[config.mk]
export PLATFORM = sky130hd
export DESIGN_NAME = disp_bcd_conv
export DESIGN_NICKNAME = d
export VERILOG_FILES = /design/src/rtl/disp_pkg.sv /design/src/rtl/bcd_add3.sv /design/src/rtl/disp_bcd_conv.sv
export SDC_FILE = /design/constraint.sdc
export NUM_CORES = 1
export LEC_CHECK = 0
export ABC_AREA = 1
export BUFFER_PORTS_ARGS = -buffer_cell sky130_fd_sc_hd__buf_2
export CAP_MARGIN = 5
export CELL_PAD_IN_SITES_DETAIL_PLACEMENT = 1
export CELL_PAD_IN_SITES_GLOBAL_PLACEMENT = 1
export CORE_MARGIN = 2
export CORE_UTILIZATION = 45
export DETAILED_ROUTE_END_ITERATION = 8
export MAX_ROUTING_LAYER = met4
export PLACE_DENSITY = 0.84
export SLEW_MARGIN = 20
export SYNTH_ARGS = -nofsm -noshare
export SYNTH_HDL_FRONTEND = slang
export SYNTH_SLANG_ARGS = --single-unit
[constraint.sdc]
create_clock -name clk -period 3.8 [get_ports clk]
set_clock_uncertainty 0.05 [all_clocks]
set_input_delay 0.19 -clock clk [delete_from_list [all_inputs] [get_ports clk]]
set_output_delay 0.19 -clock clk [all_outputs]
set_load 0.005 [all_outputs]
[src/rtl/disp_pkg.sv]
// Shared constants and FSM state type for the display binary-to-BCD converter.
// BCD_DIGITS must satisfy 10**BCD_DIGITS > 2**DATA_W (covers DATA_W <= 32).
package disp_pkg;

  localparam int BCD_DIGITS = 10;
  localparam logic [3:0] BLANK_CODE = 4'hF;

  typedef enum logic [1:0] {
    IDLE  = 2'd0,
    SHIFT = 2'd1,
    DONE  = 2'd2
  } state_e;

endpackage

[src/rtl/bcd_add3.sv]
// One-digit double-dabble correction: digits of 5 or more get +3 before the shift.
module bcd_add3 (
  input  logic [3:0] d_i,
  output logic [3:0] q_o
);

  assign q_o = (d_i >= 4'd5) ? d_i + 4'd3 : d_i;

endmodule

[src/rtl/disp_bcd_conv.sv]
// Multi-cycle binary-to-display-digit converter (decimal via double-dabble, or hex pass-through).
// Optional macro BCD_LEADING_BLANK_EN replaces leading decimal zeros with the blank code.
module disp_bcd_conv
  import disp_pkg::*;
#(
  parameter int DATA_W = 32,
  parameter int DIGITS = 8
) (
  input  logic                  clk,
  input  logic                  rst,
  input  logic [DATA_W-1:0]     in_data,
  input  logic                  in_hex,
  input  logic                  in_valid,
  output logic                  in_ready,
  output logic [4*DIGITS-1:0]   digits,
  output logic                  out_valid,
  output logic                  overflow,
  output logic [1:0]            dbg_state
);

  // Handshake: a request transfers on a rising edge where in_valid && in_ready;
  // out_valid is a one-cycle pulse and has no back-pressure.

  localparam int ACC_W = 4 * BCD_DIGITS;
  localparam int CNT_W = $clog2(DATA_W + 1);

  state_e                state_q, state_d;
  logic [DATA_W-1:0]     shift_q, shift_d;
  logic [ACC_W-1:0]      acc_q, acc_d;
  logic [CNT_W-1:0]      cnt_q, cnt_d;
  logic [4*DIGITS-1:0]   digits_q, digits_d;
  logic                  ovf_q, ovf_d;

  logic [ACC_W-1:0]      acc_adj;
  logic [ACC_W-1:0]      acc_shift;
  logic [DATA_W-1:0]     sh_shift;
  logic [4*DIGITS-1:0]   dec_digits;
  logic                  dec_ovf;

  for (genvar g = 0; g < BCD_DIGITS; g++) begin : g_add3
    bcd_add3 u_add3 (
      .d_i (acc_q[4*g +: 4]),
      .q_o (acc_adj[4*g +: 4])
    );
  end

  assign acc_shift = {acc_adj[ACC_W-2:0], shift_q[DATA_W-1]};
  assign sh_shift  = {shift_q[DATA_W-2:0], 1'b0};

  // Result is formed from the final shifted accumulator so digits are valid during DONE.
  always_comb begin
`ifdef BCD_LEADING_BLANK_EN
    logic seen_nz;
`endif
    dec_ovf    = |acc_shift[ACC_W-1:4*DIGITS];
    dec_digits = acc_shift[4*DIGITS-1:0];
`ifdef BCD_LEADING_BLANK_EN
    seen_nz = dec_ovf;
    for (int i = DIGITS - 1; i > 0; i--) begin
      if (acc_shift[4*i +: 4] != 4'd0) seen_nz = 1'b1;
      if (!seen_nz) dec_digits[4*i +: 4] = BLANK_CODE;
    end
`endif
  end

  always_comb begin
    state_d  = state_q;
    shift_d  = shift_q;
    acc_d    = acc_q;
    cnt_d    = cnt_q;
    digits_d = digits_q;
    ovf_d    = ovf_q;
    case (state_q)
      IDLE: begin
        if (in_valid) begin
          shift_d = in_data;
          acc_d   = '0;
          cnt_d   = '0;
          if (in_hex) begin
            state_d  = DONE;
            digits_d = in_data[4*DIGITS-1:0];
            ovf_d    = 1'b0;
          end else begin
            state_d = SHIFT;
          end
        end
      end
      SHIFT: begin
        acc_d   = acc_shift;
        shift_d = sh_shift;
        cnt_d   = cnt_q + CNT_W'(1);
        if (cnt_q == CNT_W'(DATA_W - 1)) begin
          state_d  = DONE;
          digits_d = dec_digits;
          ovf_d    = dec_ovf;
        end
      end
      DONE:    state_d = IDLE;
      default: state_d = IDLE;
    endcase
  end

  always_ff @(posedge clk or negedge rst) begin
    if (!rst) begin
      state_q  <= IDLE;
      shift_q  <= '0;
      acc_q    <= '0;
      cnt_q    <= '0;
      digits_q <= '0;
      ovf_q    <= 1'b0;
    end else begin
      state_q  <= state_d;
      shift_q  <= shift_d;
      acc_q    <= acc_d;
      cnt_q    <= cnt_d;
      digits_q <= digits_d;
      ovf_q    <= ovf_d;
    end
  end

  assign in_ready  = (state_q == IDLE);
  assign out_valid = (state_q == DONE);
  assign digits    = digits_q;
  assign overflow  = ovf_q;
  assign dbg_state = state_q;

endmodule

### After elaboration in Yosys (flattened, before gate mapping)

Cells that the tools add are included.

* flip-flop bits (word level): 113
* latch bits: 0
* memory bits (writable): 0
* memory bits (read-only): 0
* bits of input ports: 36
* output and inout port bits: 37
* word-level logic and storage cells: 67
* memories kept: 0

* add/subtract/negate cells: 11
* multipliers: 0
* divide/modulo/power cells: 0
* magnitude comparators: 10
* eq/ne operators: 6
* shifts and indexed selects: 0
* mux-type cells: 28
* bitwise operators: 0
* reductions and logical operators: 6

Operator list (number)
* $mux 32: 4
* $pmux 32 s2: 2
* $pmux 40 s2: 1
* $ge 4x3->1 const B: 10
* $mux 40: 1
* $add 4x2->4 const B: 9
* $mux 4: 9
* $pmux 6 s2: 1
* $reduce_or 8->1: 1
* $add 6x1->6 const B: 1
* $eq 6x5->1 const B: 1
* $mux 2: 3
* $mux 6: 1
* $ne 2x2->1 const B: 3
* $pmux 2 s2: 1
* $reduce_and 2->1: 2
* $reduce_and 4->1: 1
* $add 3x2->3 const B: 1
* $mux 1: 3
* $mux 3: 1
* $eq 2x1->1 const B: 1
* $eq 2x2->1 const B: 1
* $logic_not 2->1: 1
* $pmux 1 s2: 1
* $reduce_bool 2->1: 1

### Longest topological paths before layout

* word-level depth: 5
* mapped depth: 12
* mapped depth without buffers: 12

### By module

From an unflattened synthesis, not the netlist that was laid out.

* cell total of the unflattened synthesis: 792
* area total of the unflattened synthesis: 6249.7 µm²

By module, submodules not included
* disp_bcd_conv: times used 1, cells each 562, area an instance 4898.4 µm², sequential area each 2827.7 µm²
* bcd_add3: times used 10, cells each 23, area an instance 135.1 µm², sequential area each 0.0 µm²

### Least setup slack after synthesis

Ideal clock, no wire load.

* path kind: register to register
* start: register cnt_q[0]
* end: register digits_q[12] (netlist: digits[12])
* library setup time: 116 ps
* arrival time: 1259 ps
* data required time: 3634 ps
* setup slack: 2375 ps
* stages on the path, launching flop included: 10
* path buffers: 1
* period minus slack after synthesis: 1425 ps
* path through: dfrtp_1 > ha_1 > nand2_1 > inv_2 > nand3_4 > o21ai_4 > nand2_4 > buf_2 > nand2_1 > nand2_1

* longest elaborated chain between the ends: 3

Ends and longest elaborated chain
* from (decl): line disp_bcd_conv.sv:30 `logic [CNT_W-1:0] cnt_q, cnt_d;`
* from (signal assigned): line disp_bcd_conv.sv:115 `cnt_q <= cnt_d;`
* $eq 6x5->1: line disp_bcd_conv.sv:92 `if (cnt_q == CNT_W'(DATA_W - 1)) begin`
* $ne 2x2->1 (no source line)
* $reduce_and 4->1 (no source line)
* to (signal assigned): line disp_bcd_conv.sv:116 `digits_q <= digits_d;`
* to (decl): line disp_bcd_conv.sv:31 `logic [4*DIGITS-1:0] digits_q, digits_d;`

Every way passes these cells.
A chain may end at the register's enable or synchronous reset.

### Final worst setup path

* start: register state_q[0] (netlist: dbg_state[0])
* end: register digits_q[26] (netlist: digits[26])

* longest elaborated chain between the ends: 3
* elaborated cells between the ends (all ways): 8
* classes of those cells: eq/ne (4); mux (1); reduce/logical (3)

Ends and longest elaborated chain
* from (decl): line disp_bcd_conv.sv:27 `state_e state_q, state_d;`
* from (signal assigned): line disp_bcd_conv.sv:112 `state_q <= state_d;`
* $eq 2x1->1 / $logic_not 2->1 (equally long branches): line disp_bcd_conv.sv:73 `case (state_q)`
* $ne 2x2->1 (no source line) / $reduce_bool 2->1 (equally long branches)
* $reduce_and 4->1 (no source line)

Parallel ways exist; a longest one is shown, timed or not.

==> out/summary.txt <==
TritonCTS Buffers: 17
min setup slack post-route: 1.57 ns
Worst Path Required: 4.05 ns
cell taking the most area after synthesis: dfrtp_1
Total Routing Usage GR: 25.8%
num rows: 40
EDFF count, synth: 0
ys async rst share: 100%
Die Ht: 115 um
crit end category: flop
most common cell in the netlist: nand2_1
CP arrival: 2.47 ns
DRC violations left: 0
DP Area: 0.00603 sq mm
largest family of logic cells by synthesized area: simple AND/OR/NAND/NOR gates
layout cells sized above 1: 14.1%
highest-delay cell along the critical path: o21ai_4
clock period minus worst slack: 2.23 ns
via count: 4,901
Synth Instances: 666
CP bufs+invs: 1
H-tree depth: 4
max-cap violations: 0
Mapped Area: 0.00557 sq mm
Design Area, Final: 0.00661 sq mm
total gr overflow: 0
GP Congestion: 0.787
Synth Area per Inst: 8.36 sq um
unrepaired setup endpoints after global routing: no
element type at the critical path start: flop
critical path class: flop to flop
initial antenna violation count: 0
Net Count, Synth: 723
main flop type after synthesis: dfrtp_1
Compound-Gate Fraction of Synth Area: 16.4%
Die W: 115 um
fraction of the mapped netlist area in adder cells: 4.72%
DP Worst Slack: 1.54 ns
fill count: 1,471
Most common cell on crit path: nand2_1
nets@finish: 798
grt met3 use: 5.54%
I/O pin count: 73
clock root cell: clkbuf_16
LEAKAGE: 3.45 nW
Clock Path Buffers: 2
sequential fraction of the synthesis area: 50.8%
critical path cell sequence: o21ai_4, nor2_1, nand2_4, inv_4, nand2_1, nand2_1
GR peak layer: met2
Avg Vias per Cell: 5.33
Post-Route WL: 15,500 um
Simple-Gate Fraction of Synth Area: 19.8%
Crit path max-delay family: simple AND/OR/NAND/NOR gates
Max IR drop VDD: 340 uV
First-pass DRT Iterations: 4
CTS clk-pin slew, worst paths: 0.05 ns
Slew headroom: 49.7%
status: complete, no violations
TritonCTS Sinks: 113
Slew @ Worst Pin: 0.755 ns
utilization after layout: 54.8%
grt met2 use: 42.9%
final slew viol count: 0
crit share post-route: 58.6%
CTS tree: done
core area: 0.0121 sq mm
initial core utilization: 46.2%
xor/xnor share of the synthesized area: 1.26%
post-synthesis sequential element count: 113
die area: 0.0133 sq mm
largest net degree at the start of global routing: 58
Hold Path Class: primary input to flop
port buffer count: 72
WL/cell: 16.9 um
top-area cell type share of the netlist area: 50.8%
Worst-Skew Late Latency: 0.41 ns
synth-to-layout area growth: 18.7%
setup TNS: 0 ns
Final Hold Fails: 0
DRT antenna net count: 0
DP HPWL: 9850 um
pwr dens: 797 mW/mm^2
Yosys Warn Count: 0
Fmax: 449 MHz
first-pass GRT wire length: 25,800 um
post-CTS setup buffer count: 0
grt met1 use: 30.5%
vias in the first global route: 5,287
Setup-failing EPs final: 0
mux contribution to synthesized area: 0%
largest cells by area after synthesis: dfrtp_1 51%, nand2_1 15%, o21ai_0 8.5%, ha_1 4.7%, a22oi_1 4.2%
Antenna Cells: 0
CP Max Fanout: 34
max incr delay on CP: 0.53 ns
Commonest cells post-synth: 229 x nand2_1, 113 x dfrtp_1, 94 x o21ai_0
Starting DRT DRC Count: 242
Distinct cells, synth: 27
## logic make-up after synthesis
family,count (synthesis)
AO/OA/AOI/OAI,156
XOR/XNOR,8
adder cells (fa/ha/maj),21
buffers and inverters,91
flip-flops,113
AND/OR/NAND/NOR,277
## metal layers
metal | wire length [um] | part of all wire (%) | vias to the layer above
met5 | 0 | 0 | -
met2 | 7830 | 50 | 106
met1 | 6760 | 44 | 2426
li1 | - | - | 2334
met4 | 342 | 2.2 | 0
met3 | 586 | 3.8 | 35
## cells in the final DEF, fill, tap and decap left out
| cell | instances |
|---|---|
| buf_4 | 6 |
| nand2_4 | 1 |
| clkbuf_8 | 3 |
| inv_1 | 58 |
| a21oi_1 | 11 |
| o21ai_0 | 94 |
| nor2_1 | 18 |
| o211ai_1 | 7 |
| dlygate4sd3_1 | 8 |
| inv_2 | 3 |
| clkbuf_16 | 17 |
| o31ai_1 | 2 |
| buf_2 | 71 |
| inv_4 | 1 |
| a22oi_1 | 31 |
| nor3_1 | 1 |
| a22o_1 | 2 |
| nand2_1 | 228 |
| nand4_1 | 4 |
| nand2_2 | 1 |
| nand3_1 | 23 |
| ha_1 | 21 |
| o21ai_4 | 2 |
| clkbuf_1 | 9 |
| nand3_4 | 1 |
| dfrtp_1 | 113 |
| o22ai_1 | 7 |
| xor2_1 | 8 |
## stage by stage
step	hold slack (ns)	instances	total power, mW
3_5_place_dp	0.253	882	3.87
3_3_place_gp	0.255	882	3.74
5_1_grt	0.0205	919	5.68
2_1_floorplan	-0.156	666	3.24
6_report	0.0109	919	5.27
4_1_cts	0.0000531	919	5.31
## worst paths after layout
kind | depth (start not counted) | from | end | slack [ns]
min | 3 | in_data[11] | shift_q[11]$_DFFE_PN0P_ | 0.01
max in group asynchronous | 3 | rst | dbg_state[0]$_DFFE_PN0P_ | 2.45
min reg2reg | 2 | digits[24]$_DFFE_PN0P_ | digits[24]$_DFFE_PN0P_ | 0.42
min in group asynchronous | 2 | rst | shift_q[30]$_DFFE_PN0P_ | 0.33
max reg2reg | 6 | dbg_state[0]$_DFFE_PN0P_ | digits[26]$_DFFE_PN0P_ | 1.57
max | 6 | dbg_state[0]$_DFFE_PN0P_ | digits[26]$_DFFE_PN0P_ | 1.57
## flip-flops by register name, indices dropped and copies added (netlist names)
signal,cells
acc_q,40
cnt_q,6
digits,32
shift_q,32
overflow,1
dbg_state,2
## power by group
group,internal [mW],switching (mW),total [mW]
Sequential,1.67,0.305,1.97
Clock,0.872,0.509,1.38
Combinational,0.638,1.28,1.91
Total,3.18,2.09,5.27
## worst min-delay path, cell delays in order
cell and delay, ns:
buf_2 0.10, nand2_1 0.07, o21ai_0 0.08
## area by class of cell
class / instances / area, sq um / area share, %
inverter: 62 / 235 / 3.56
multi-input combinational: 462 / 2360 / 35.6
sequential: 113 / 2830 / 42.8
tap: 168 / 210 / 3.18
clock buffer: 29 / 500 / 7.57
timing repair buffer: 85 / 480 / 7.27
## timing repair
item                      in CTS  in global routing
hold endpoints to repair      61                  0
gates resized for setup        0                  0
hold buffers                   8                  0
Note: power is estimated with default switching activity, not from simulation.
